[config.mk]
export PLATFORM = sky130hd
export DESIGN_NAME = fifo_wr_ptr_ctrl_flat
export DESIGN_NICKNAME = d
export VERILOG_FILES = /design/src/rtl/fifo_wr_ptr_ctrl_if.sv /design/src/rtl/fifo_wr_ptr_ctrl.sv /design/src/flat_wrapper.sv
export SDC_FILE = /design/constraint.sdc
export NUM_CORES = 1
export LEC_CHECK = 0
export BUFFER_PORTS_ARGS = -buffer_cell sky130_fd_sc_hd__buf_2
export CAP_MARGIN = 20
export CORE_MARGIN = 3
export CORE_UTILIZATION = 48
export DETAILED_ROUTE_END_ITERATION = 12
export GPL_TIMING_DRIVEN = 0
export PLACE_DENSITY = 0.76
export SYNTH_ARGS = -nofsm -noshare
export SYNTH_HDL_FRONTEND = slang
export SYNTH_SLANG_ARGS = --single-unit
[constraint.sdc]
create_clock -name clk -period 2.54 [get_ports clk]
set_input_delay 0.381 -clock clk [delete_from_list [all_inputs] [get_ports clk]]
set_output_delay 0.381 -clock clk [all_outputs]
set_load 0.01 [all_outputs]
[src/rtl/fifo_wr_ptr_ctrl_if.sv]
// Write-side bundle of the CoreFIFO write pointer controller: producer handshake,
// RAM write port, and the Gray pointers exchanged with the read domain.
interface fifo_wr_ptr_ctrl_if #(
    parameter int ADDRWIDTH = 3
);
    logic                 wr_en;
    logic [ADDRWIDTH:0]   rd_ptr_gray_sync;
    logic                 wr_we;
    logic [ADDRWIDTH-1:0] wr_addr;
    logic [ADDRWIDTH:0]   wr_ptr_gray;
    logic                 wr_ack;
    logic                 overflow;
    logic                 full;
    logic                 afull;
    logic [ADDRWIDTH:0]   wr_count;

    // The controller is the slave; the producer/synchronizer environment is the master.
    modport master (
        output wr_en,
        output rd_ptr_gray_sync,
        input  wr_we,
        input  wr_addr,
        input  wr_ptr_gray,
        input  wr_ack,
        input  overflow,
        input  full,
        input  afull,
        input  wr_count
    );

    modport slave (
        input  wr_en,
        input  rd_ptr_gray_sync,
        output wr_we,
        output wr_addr,
        output wr_ptr_gray,
        output wr_ack,
        output overflow,
        output full,
        output afull,
        output wr_count
    );
endinterface

[src/rtl/fifo_wr_ptr_ctrl.sv]
// Write-domain pointer/flag controller for the dual-clock CoreFIFO: qualifies writes
// against full, drives the RAM write port and derives full/afull/fill level.
module fifo_wr_ptr_ctrl #(
    parameter int ADDRWIDTH    = 3,
    parameter int AFULL_THRESH = 6
) (
    input  logic                clk,
    input  logic                aresetn,
    fifo_wr_ptr_ctrl_if.slave   bus
);

    localparam logic [ADDRWIDTH:0] AFULL_LVL = (ADDRWIDTH+1)'(AFULL_THRESH);

    logic [ADDRWIDTH:0] wr_ptr_bin;
    logic [ADDRWIDTH:0] wr_ptr_gray_q;
    logic [ADDRWIDTH:0] wr_count_q;
    logic               full_q;
    logic               afull_q;
    logic               wr_ack_q;
    logic               overflow_q;

    logic               accept;
    logic               reject;
    logic [ADDRWIDTH:0] next_bin;
    logic [ADDRWIDTH:0] next_gray;
    logic [ADDRWIDTH:0] rd_bin;
    logic [ADDRWIDTH:0] full_gray;
    logic [ADDRWIDTH:0] count_next;
    logic               full_next;
    logic               afull_next;

    // Gating with aresetn keeps the RAM write enable low for the whole reset interval.
    assign accept     = bus.wr_en & ~full_q & aresetn;
    assign reject     = bus.wr_en & full_q;

    assign next_bin   = wr_ptr_bin + {{ADDRWIDTH{1'b0}}, accept};
    assign next_gray  = next_bin ^ (next_bin >> 1);

    // Each binary bit is the XOR of all Gray bits at and above it.
    always_comb begin
        rd_bin = '0;
        for (int i = 0; i <= ADDRWIDTH; i++) begin
            rd_bin[i] = ^(bus.rd_ptr_gray_sync >> i);
        end
    end

    // Full when the write pointer is exactly one lap ahead of the read pointer.
    assign full_gray  = {~bus.rd_ptr_gray_sync[ADDRWIDTH:ADDRWIDTH-1],
                         bus.rd_ptr_gray_sync[ADDRWIDTH-2:0]};
    assign full_next  = (next_gray == full_gray);
    assign count_next = next_bin - rd_bin;
    assign afull_next = (count_next >= AFULL_LVL);

    always_ff @(posedge clk or negedge aresetn) begin
        if (!aresetn) begin
            wr_ptr_bin    <= '0;
            wr_ptr_gray_q <= '0;
            wr_count_q    <= '0;
            full_q        <= 1'b0;
            afull_q       <= 1'b0;
            wr_ack_q      <= 1'b0;
            overflow_q    <= 1'b0;
        end else begin
            wr_ptr_bin    <= next_bin;
            wr_ptr_gray_q <= next_gray;
            wr_count_q    <= count_next;
            full_q        <= full_next;
            afull_q       <= afull_next;
            wr_ack_q      <= accept;
            overflow_q    <= reject;
        end
    end

    assign bus.wr_we       = accept;
    assign bus.wr_addr     = wr_ptr_bin[ADDRWIDTH-1:0];
    assign bus.wr_ptr_gray = wr_ptr_gray_q;
    assign bus.wr_count    = wr_count_q;
    assign bus.full        = full_q;
    assign bus.afull       = afull_q;
    assign bus.wr_ack      = wr_ack_q;
    assign bus.overflow    = overflow_q;

endmodule

[src/flat_wrapper.sv]
// flat-port wrapper written by rule: the top's interface ports become plain ports
module fifo_wr_ptr_ctrl_flat 
#(
    parameter int ADDRWIDTH    = 3,
    parameter int AFULL_THRESH = 6
)
  (clk, aresetn, bus_wr_en, bus_rd_ptr_gray_sync, bus_wr_we, bus_wr_addr, bus_wr_ptr_gray, bus_wr_ack, bus_overflow, bus_full, bus_afull, bus_wr_count);
  fifo_wr_ptr_ctrl_if #(.ADDRWIDTH(ADDRWIDTH)) bus_i ();
  input  logic clk;
  input  logic aresetn;
  input wire logic [$bits(bus_i.wr_en)-1:0] bus_wr_en;
  input wire logic [$bits(bus_i.rd_ptr_gray_sync)-1:0] bus_rd_ptr_gray_sync;
  output wire logic [$bits(bus_i.wr_we)-1:0] bus_wr_we;
  output wire logic [$bits(bus_i.wr_addr)-1:0] bus_wr_addr;
  output wire logic [$bits(bus_i.wr_ptr_gray)-1:0] bus_wr_ptr_gray;
  output wire logic [$bits(bus_i.wr_ack)-1:0] bus_wr_ack;
  output wire logic [$bits(bus_i.overflow)-1:0] bus_overflow;
  output wire logic [$bits(bus_i.full)-1:0] bus_full;
  output wire logic [$bits(bus_i.afull)-1:0] bus_afull;
  output wire logic [$bits(bus_i.wr_count)-1:0] bus_wr_count;
  assign bus_i.wr_en = bus_wr_en;
  assign bus_i.rd_ptr_gray_sync = bus_rd_ptr_gray_sync;
  assign bus_wr_we = bus_i.wr_we;
  assign bus_wr_addr = bus_i.wr_addr;
  assign bus_wr_ptr_gray = bus_i.wr_ptr_gray;
  assign bus_wr_ack = bus_i.wr_ack;
  assign bus_overflow = bus_i.overflow;
  assign bus_full = bus_i.full;
  assign bus_afull = bus_i.afull;
  assign bus_wr_count = bus_i.wr_count;
  fifo_wr_ptr_ctrl #(.ADDRWIDTH(ADDRWIDTH), .AFULL_THRESH(AFULL_THRESH)) u_core (.clk(clk), .aresetn(aresetn), .bus(bus_i));
endmodule
# ---- Word-level counts from Yosys, hierarchy flattened
# Cells that the tools add are included.
dict set report totals {
  reg_bits 16
  output_inout_bits 16
  wordCells 21
}
dict set report op_classes {
  addsub 2
  magnitude_cmp 1
  n_eq_ne 1
  bitwise 6
  n_reduce_logical 4
}
# op n
set op_table {}
lappend op_table {{4-bit XOR reduction} 4}
lappend op_table {{4-bit by 1-bit adder with 4-bit output} 1}
lappend op_table {{4-bit == test} 1}
lappend op_table {{4-bit by 3-bit >= comparator with 1-bit output (second input constant)} 1}
lappend op_table {{4-bit subtractor} 1}
lappend op_table {{4-bit by 3-bit bitwise XOR with 4-bit output} 1}
lappend op_table {{1-bit bitwise AND} 3}
lappend op_table {{2-bit NOT} 1}
lappend op_table {{1-bit NOT} 1}

# ---- Longest topological paths before layout
# Gate-level depths: netlist of the first run.
dict set report logic_depth {
  depth_word 6
  depth_mapped 9
  mapped_depth_nobuf 9
}

# ---- Least setup slack after synthesis of the first run
# No wires, ideal clock.
dict set report synth_path {
  path_kind {register -> register}
  start {reg u_core.full_q (netlist: u_core.bus.full)}
  end {reg u_core.afull_q (netlist: u_core.bus.afull)}
  setup_time_ns 0.130
  arrival_time_ns 2.097
  t_required_ns 2.410
  slack_ns 0.313
  path_stages_with_launch 9
  path_buffers 0
  cell_sequence {dfrtp_1 nor2_1 ha_1 ha_1 inv_1 fa_1 inv_1 a22oi_1 o211ai_2}
}
dict set report synth_between {
  elab_chain_len 6
}
# item line_no
set synth_rtl {}
lappend synth_rtl {{start: declaration} fifo_wr_ptr_ctrl.sv:17} ;# logic full_q;
lappend synth_rtl {{start signal: assignment} fifo_wr_ptr_ctrl.sv:67} ;# full_q <= full_next;
lappend synth_rtl {{1-bit NOT} fifo_wr_ptr_ctrl.sv:33} ;# assign accept = bus.wr_en & ~full_q & aresetn;
lappend synth_rtl {{1-bit bitwise AND (2 in series)} fifo_wr_ptr_ctrl.sv:33}
lappend synth_rtl {{net bus_wr_we} flat_wrapper.sv:13} ;# output wire logic [$bits(bus_i.wr_we)-1:0] bus_wr_we;
lappend synth_rtl {{4-bit by 1-bit adder with 4-bit output} fifo_wr_ptr_ctrl.sv:36} ;# assign next_bin = wr_ptr_bin + {{ADDRWIDTH{1'b0}}, accept};
lappend synth_rtl {{net u_core.next_bin[1]} fifo_wr_ptr_ctrl.sv:24} ;# logic [ADDRWIDTH:0] next_bin;
lappend synth_rtl {{4-bit subtractor} fifo_wr_ptr_ctrl.sv:51} ;# assign count_next = next_bin - rd_bin;
lappend synth_rtl {{net u_core.count_next[1]} fifo_wr_ptr_ctrl.sv:28} ;# logic [ADDRWIDTH:0] count_next;
lappend synth_rtl {{4-bit by 3-bit >= comparator with 1-bit output} fifo_wr_ptr_ctrl.sv:52} ;# assign afull_next = (count_next >= AFULL_LVL);
lappend synth_rtl {{net u_core.afull_next} fifo_wr_ptr_ctrl.sv:30} ;# logic afull_next;
lappend synth_rtl {{end signal: assignment} fifo_wr_ptr_ctrl.sv:68} ;# afull_q <= afull_next;
lappend synth_rtl {{end: declaration} fifo_wr_ptr_ctrl.sv:18} ;# logic afull_q;
# The timed path passes the listed nets, and every way through them passes these cells.

# ---- Final worst setup path of the first run
dict set report layout_path {
  start {reg u_core.full_q (netlist: u_core.bus.full)}
  end {reg u_core.afull_q (netlist: u_core.bus.afull)}
}
dict set report layout_between {
  elab_chain_len 6
}
# item line_no
set layout_rtl {}
lappend layout_rtl {{1-bit NOT} fifo_wr_ptr_ctrl.sv:33}
lappend layout_rtl {{1-bit bitwise AND (2 in series)} fifo_wr_ptr_ctrl.sv:33}
lappend layout_rtl {{4-bit by 1-bit adder with 4-bit output} fifo_wr_ptr_ctrl.sv:36}
lappend layout_rtl {{net u_core.next_bin[1]} fifo_wr_ptr_ctrl.sv:24}
lappend layout_rtl {{4-bit subtractor} fifo_wr_ptr_ctrl.sv:51}
lappend layout_rtl {{net u_core.count_next[1]} fifo_wr_ptr_ctrl.sv:28}
lappend layout_rtl {{4-bit by 3-bit >= comparator with 1-bit output} fifo_wr_ptr_ctrl.sv:52}
lappend layout_rtl {{net u_core.afull_next} fifo_wr_ptr_ctrl.sv:30}
# The timed path passes the listed nets, and every way through them passes these cells.

==> results of run 1 <==
-- metrics by stage --
stage | area [um2] | power [mW] | util (%)
floorplan | 743.2 | 0.9582 | -
global placement | 872.1 | 1.144 | 63.08
detailed placement | 872.1 | 1.164 | 63.08
CTS | 908.4 | 1.309 | 65.70
global route | 908.4 | 1.413 | 65.70
finish | 908.4 | 1.290 | 65.70
-- area by class of cell --
| class | count | share of cell area, % |
|---|---|---|
| Sequential cell | 15 | 41.32 |
| Multi-Input combinational cell | 37 | 37.60 |
| Timing Repair Buffer | 23 | 13.22 |
| Clock buffer | 4 | 2.893 |
| Inverter | 7 | 2.893 |
| Tap cell | 15 | 2.066 |
-- cell usage after synthesis --
| master | instances |
|---|---|
| fa_1 | 1 |
| a21o_1 | 1 |
| nand3_2 | 1 |
| and2_1 | 1 |
| nor2_1 | 1 |
| xor2_2 | 1 |
| o211ai_2 | 1 |
| a21boi_1 | 1 |
| inv_1 | 7 |
| ha_1 | 5 |
| nor3_1 | 2 |
| o211a_1 | 1 |
| a22oi_1 | 1 |
| a21oi_1 | 2 |
| xor2_1 | 7 |
| xnor2_2 | 1 |
| nand2_1 | 1 |
| dfrtp_1 | 15 |
| xnor2_1 | 7 |
| a211o_1 | 1 |
| and3_1 | 1 |
-- placed cells by master (no fill, tap or decap), drive strengths merged, types with 2 or more instances in the layout --
| cell type | n |
|---|---|
| ha | 5 |
| inv | 7 |
| xor2 | 8 |
| xnor2 | 8 |
| nor3 | 2 |
| dfrtp | 15 |
| a21oi | 2 |
| clkbuf | 4 |
| buf | 22 |
-- critical path: stages (launching register included) --
cell and delay [ns]:
dfrtp_1 0.40, nor2_1 0.19, ha_1 0.27, ha_1 0.28
inv_1 0.12, fa_1 0.57, inv_1 0.06, a22oi_1 0.21
o211ai_2 0.09
-- registers in the layout (all words and copies together), names as in the netlist --
| signal | cells |
|---|---|
| u_core.bus.wr_count | 4 |
| u_core.wr_ptr_bin | 4 |
| u_core.bus.wr_ptr_gray | 3 |
| u_core.bus.afull | 1 |
| u_core.bus.full | 1 |
| u_core.bus.overflow | 1 |
| u_core.bus.wr_ack | 1 |
-- power groups by stage --
stage / Sequential [mW] / Clock, mW / Combinational (mW)
global placement: 0.415 / 0 / 0.729
floorplan: 0.482 / 0 / 0.476
finish: 0.415 / 0.134 / 0.740
detailed placement: 0.422 / 0 / 0.742
global route: 0.430 / 0.150 / 0.833
CTS: 0.418 / 0.142 / 0.750
-- repair_timing --
item                                   in CTS  in global routing
hold buffers                                1                  0
endpoints found under the hold margin      15                  0
setup buffers                               0                  0
setup endpoints to repair                   0                  0
-- kinds of logic after synthesis --
logic type | count (synthesis) | synth area share, %
compound gates | 8 | 8.587
fa+ha+maj | 6 | 11.11
xor+xnor | 16 | 20.88
buf+inv | 7 | 3.536
simple gates | 7 | 5.387
flops | 15 | 50.51
-- worst paths after layout --
| path | to | cells past startpoint | startpoint |
|---|---|---|---|
| worst max-delay path | u_core.bus.afull$_DFF_PN0_ | 8 | u_core.bus.full$_DFF_PN0_ |
| worst min-delay path | u_core.bus.overflow$_DFF_PN0_ | 2 | bus_wr_en |
| worst max register to register | u_core.bus.afull$_DFF_PN0_ | 8 | u_core.bus.full$_DFF_PN0_ |
| worst min register to register | u_core.bus.wr_ack$_DFF_PN0_ | 1 | u_core.bus.full$_DFF_PN0_ |
| max in group asynchronous | u_core.bus.wr_count[2]$_DFF_PN0_ | 2 | aresetn |
| min in group asynchronous | u_core.bus.wr_ptr_gray[2]$_DFF_PN0_ | 2 | aresetn |
-- metal layers --
metal  vias to the layer above  GRT usage, %
met4                         0         5.263
met5                         -             0
met2                        19         24.58
li1                        246             -
met3                         2         6.375
met1                       223         19.35
==> results_dict.tcl, run 1 <==
set metrics [dict create \
    synth_area_per_cell_um2 12.60 \
    grt_pass1_wl_um 2180 \
    yosysUniqueCellTypes 21 \
    die_height_um 45.35 \
    drv_slew 0 \
    grt_antenna_before_repair 0 \
    finalWirelength_um 1280 \
    clkPwrFrac_pct 10.4 \
    cts_tree "built" \
    p_switching_mw 0.5307 \
    cp_data_required_time_ns 2.71 \
    timing.fmax_mhz 435.2 \
    finClkSkew_ns 0.009285 \
    whs_ns 0.3398 \
    end_kind "flip-flop" \
    cts_buffers 3 \
    fillCellCount 112 \
    die_x_um 45.35 \
    drc_errors 0 \
    rsz0062_at_grt "false" \
    syn_inst 59 \
    synth_nets 72 \
    core_area_um2 1383 \
    initial_core_util_pct 53.76 \
    power_frac_comb_pct 57.4 \
    internal-power_mw 0.7590 \
    ys_seq_elements 15 \
    cts_sinks 15 \
    fin_crit_sh_pct 90.45 \
    wl_per_cell_um 12.67 \
    tightest_slew_ns 0.6685 \
    synthTopCellsByArea "dfrtp_1 (51%), ha_1 (8.4%), xnor2_1 (8.2%)" \
    hold_viol 0 \
    grt.overflow.total 0 \
    wl_met1_um 559 \
    area.growth.synth_to_final_pct 22.22 \
    root_buffer "clkbuf_4" \
    setup_viol 0 \
    crit_fanout 6 \
    cts.clk_slew.worst_paths_ns 0.09 \
    via_count 490 \
    status "finished, final reports clean" \
    final_cells 101 \
    power_per_cell_area_nw_per_um2 1420 \
    dp.cells 96 \
    clock_path_buffers 2 \
    first_pass_iters 4 \
    post-place-ws_ns -0.1713 \
    nets 100 \
    gp_congestion 0.7894 \
    path_class "flip-flop to flip-flop" \
    swShare_pct 41.15 \
    syn_area_um2 743.2 \
    dieArea_um2 2057 \
    rows 13 \
    setup_slack_ns 0.2425 \
    vias_per_cell 4.851 \
    cp-start-kind "flip-flop" \
    tns_ns 0 \
    seq_area_frac_synth_pct 50.51 \
    grt_pass1_vias 457 \
    post-dp-hpwl_um 995.6 \
    fin_crit_ns 2.298 \
    hold_class "primary input to flip-flop" \
    maxCapViolations 0 \
    post_cts_resized 0 \
    drt_iter0_markers 15 \
    slew_headroom_pct 55.29 \
    rrSetupSlack_ns 0.24 \
    arrival_ns 2.47 \
    ios 23 \
    topRoutingLayerUsed "met4" \
    postRouteAntennaNets 0 \
    drive_gt1_share_pct 33.72 \
    htreeDepth 1 \
    seq_power_share_pct 32.2 \
    grt_max_degree 16 \
    multi_input_area_um2 341.6 \
    ir_drop_uv 749.3 \
    wl_met2_um 598 \
    synth_top_area_share_pct 50.51 \
    port_buffers 22 \
    synth_top_area_cell "dfrtp_1" \
    yosysWarnings 0 \
    wl_met3_um 110 \
    antenna_cells 0 \
    clock_latency_ns 0.28 \
    p_leak_nw 0.4888 \
    grtUsageTotal_pct 15.63 \
    seq_area_um2 375.4 \
]
(Power assumes the default switching activity.)
==> run 2: changes to the inputs <==
CORE_UTILIZATION = 51   (was 48)
CTS_BUF_LIST = sky130_fd_sc_hd__clkbuf_4   (was unset)
PLACE_DENSITY = 0.8   (was 0.76)
==> run 2 against run 1 <==
Critical endpoint unchanged; design area is 0.14% higher; die area is 5.1% lower; hold slack worse by 0.018 ns; count of clock-buffer cells in the layout is 1 lower; largest power group unchanged; cell count stayed put; setup slack better by 0.014 ns; clock power hardly changed; sequential cell count stayed put; clock skew is 0.0037 ns lower.
==> results_dict.tcl, run 2 (synthesized netlist as in run 1, its figures left out) <==
set metrics [dict create \
    drv_slew 0 \
    core_area_um2 1334 \
    wl_met1_um 529 \
    rsz0062_at_grt "false" \
    root_buffer "clkbuf_4" \
    drive_gt1_share_pct 34.88 \
    fin_crit_sh_pct 89.92 \
    final_cell_mix "buf_2 (22), dfrtp_1 (15), xnor2_1 (7), xor2_1 (7), inv_1 (7)" \
    post-place-ws_ns -0.1561 \
    hold_viol 0 \
    fin_crit_ns 2.284 \
    slew_headroom_pct 56.08 \
    cts_buffers 3 \
    status "finished, final reports clean" \
    dieArea_um2 1951 \
    totalPowerFinal_mw 1.301 \
    p_switching_mw 0.5440 \
    post_cts_resized 0 \
    rows 13 \
    grt_max_degree 16 \
    nets 100 \
    clkPwrFrac_pct 10.2 \
    htreeDepth 1 \
    cts_sinks 15 \
    dp.cells 96 \
    power_per_cell_area_nw_per_um2 1430 \
    initial_core_util_pct 55.72 \
    p_leak_nw 0.4916 \
    power_frac_comb_pct 57.8 \
    crit_buf_inv 2 \
    seq_power_share_pct 32.0 \
    cts_tree "built" \
    cpMaxStageDelayCell "fa_1" \
    gp_congestion 0.8346 \
    grt.overflow.total 0 \
    whs_ns 0.3221 \
    post-dp-hpwl_um 975.3 \
    cp_data_required_time_ns 2.71 \
    post-cts-setup-buffers 0 \
    max_stage_delay_ns 0.58 \
    setup_slack_ns 0.2561 \
    die_x_um 44.18 \
    fillCellCount 113 \
    hold_class "primary input to flip-flop" \
    grt_antenna_before_repair 0 \
    wl_per_cell_um 12.66 \
    die_height_um 44.18 \
    path_class "flip-flop to flip-flop" \
    postRouteAntennaNets 0 \
    port_buffers 22 \
    area.growth.synth_to_final_pct 22.39 \
    grtUsageTotal_pct 15.36 \
    drc_errors 0 \
    via_count 501 \
    wl_met2_um 640 \
    cp-start-kind "flip-flop" \
    grt_pass1_vias 481 \
    arrival_ns 2.45 \
    ios 23 \
    ir_drop_uv 709.4 \
    path_cells "nor2_1 -> ha_1 -> ha_1 -> inv_1 -> fa_1 -> inv_1 -> a22oi_1 -> o211ai_2" \
    first_pass_iters 4 \
    end_kind "flip-flop" \
    clock_latency_ns 0.28 \
    final_cells 101 \
    drt_iter0_markers 9 \
    cts.clk_slew.worst_paths_ns 0.09 \
    vias_per_cell 4.960 \
    finalWirelength_um 1279 \
    tightest_slew_ns 0.6567 \
    maxCapViolations 0 \
    grt_pass1_wl_um 2070 \
    internal-power_mw 0.7566 \
    swShare_pct 41.83 \
    wl_met3_um 93 \
    antenna_cells 0 \
    crit_fanout 6 \
    timing.fmax_mhz 437.9 \
    final_common_cell "buf_2" \
    clock_path_buffers 2 \
    cp_top_family "adder cells" \
    topRoutingLayerUsed "met4" \
    setup_viol 0 \
    finClkSkew_ns 0.005550 \
]
## run 2: changes by cell type in the layout (fill, tap and decap cells not counted)
cell and change:
clkinv_2 +1, clkbuf_1 -1
## run 2: power by group through the flow
stage          sequential, mW  combinational (mW)  clock (mW)
6_report                0.416               0.752       0.132
5_1_grt                 0.429               0.835       0.150
4_1_cts                 0.417               0.763       0.139
3_5_place_dp            0.423               0.749           0
3_3_place_gp            0.417               0.727           0
2_1_floorplan           0.482               0.476           0
## run 2: worst paths after layout
| check | start | endpoint | slack, ns | cells after the start |
|---|---|---|---|---|
| worst min register to register | u_core.bus.full$_DFF_PN0_ | u_core.bus.wr_ack$_DFF_PN0_ | 0.47 | 1 |
| worst min-delay path | bus_wr_en | u_core.bus.overflow$_DFF_PN0_ | 0.32 | 2 |
| worst max-delay path | u_core.bus.full$_DFF_PN0_ | u_core.bus.afull$_DFF_PN0_ | 0.26 | 8 |
| min in group asynchronous | aresetn | u_core.bus.overflow$_DFF_PN0_ | 0.66 | 2 |
| worst max register to register | u_core.bus.full$_DFF_PN0_ | u_core.bus.afull$_DFF_PN0_ | 0.26 | 8 |
| max in group asynchronous | aresetn | u_core.bus.wr_ptr_gray[2]$_DFF_PN0_ | 1.46 | 2 |
## run 2: what timing repair did
item                                    in CTS  in global routing
endpoints found under the setup margin       0                  0
hold buffers                                 1                  0
endpoints found under the hold margin       15                  0
## run 2: worst register-to-register path, delay by kind of cell, from the launching register on
kind | cells | cell delay, ns
buf+inv | 2 | 0.18
flops | 1 | 0.39
compound gates | 2 | 0.30
fa+ha+maj | 3 | 1.11
simple gates | 1 | 0.19
## run 2: final cells by class
type                       count  area (um2)  share of cell area [%]
clock inverter                 1       5.005                  0.5502
sequential                    15       375.4                   41.27
clock buffer                   3       22.52                   2.476
timing repair buffer          23       120.1                   13.20
tap                           15       18.77                   2.063
multi-input combinational     37       341.6                   37.55
inverter                       7       26.28                   2.889
## run 2: through the flow
stage                     utilization, %  TNS [ns]  area [um2]
after floorplan                        -         0       743.2
after global placement             65.38  -0.08622       872.1
after detailed placement           65.38   -0.1678       872.1
after CTS                          68.20         0       909.6
after global routing               68.20         0       909.6
final                              68.20         0       909.6
## run 2: routing by layer
layer,vias to the layer above,GRT usage (%)
met2,24,27.03
met4,0,7.229
li1,244,-
met3,4,3.659
met1,229,17.32
met5,-,0
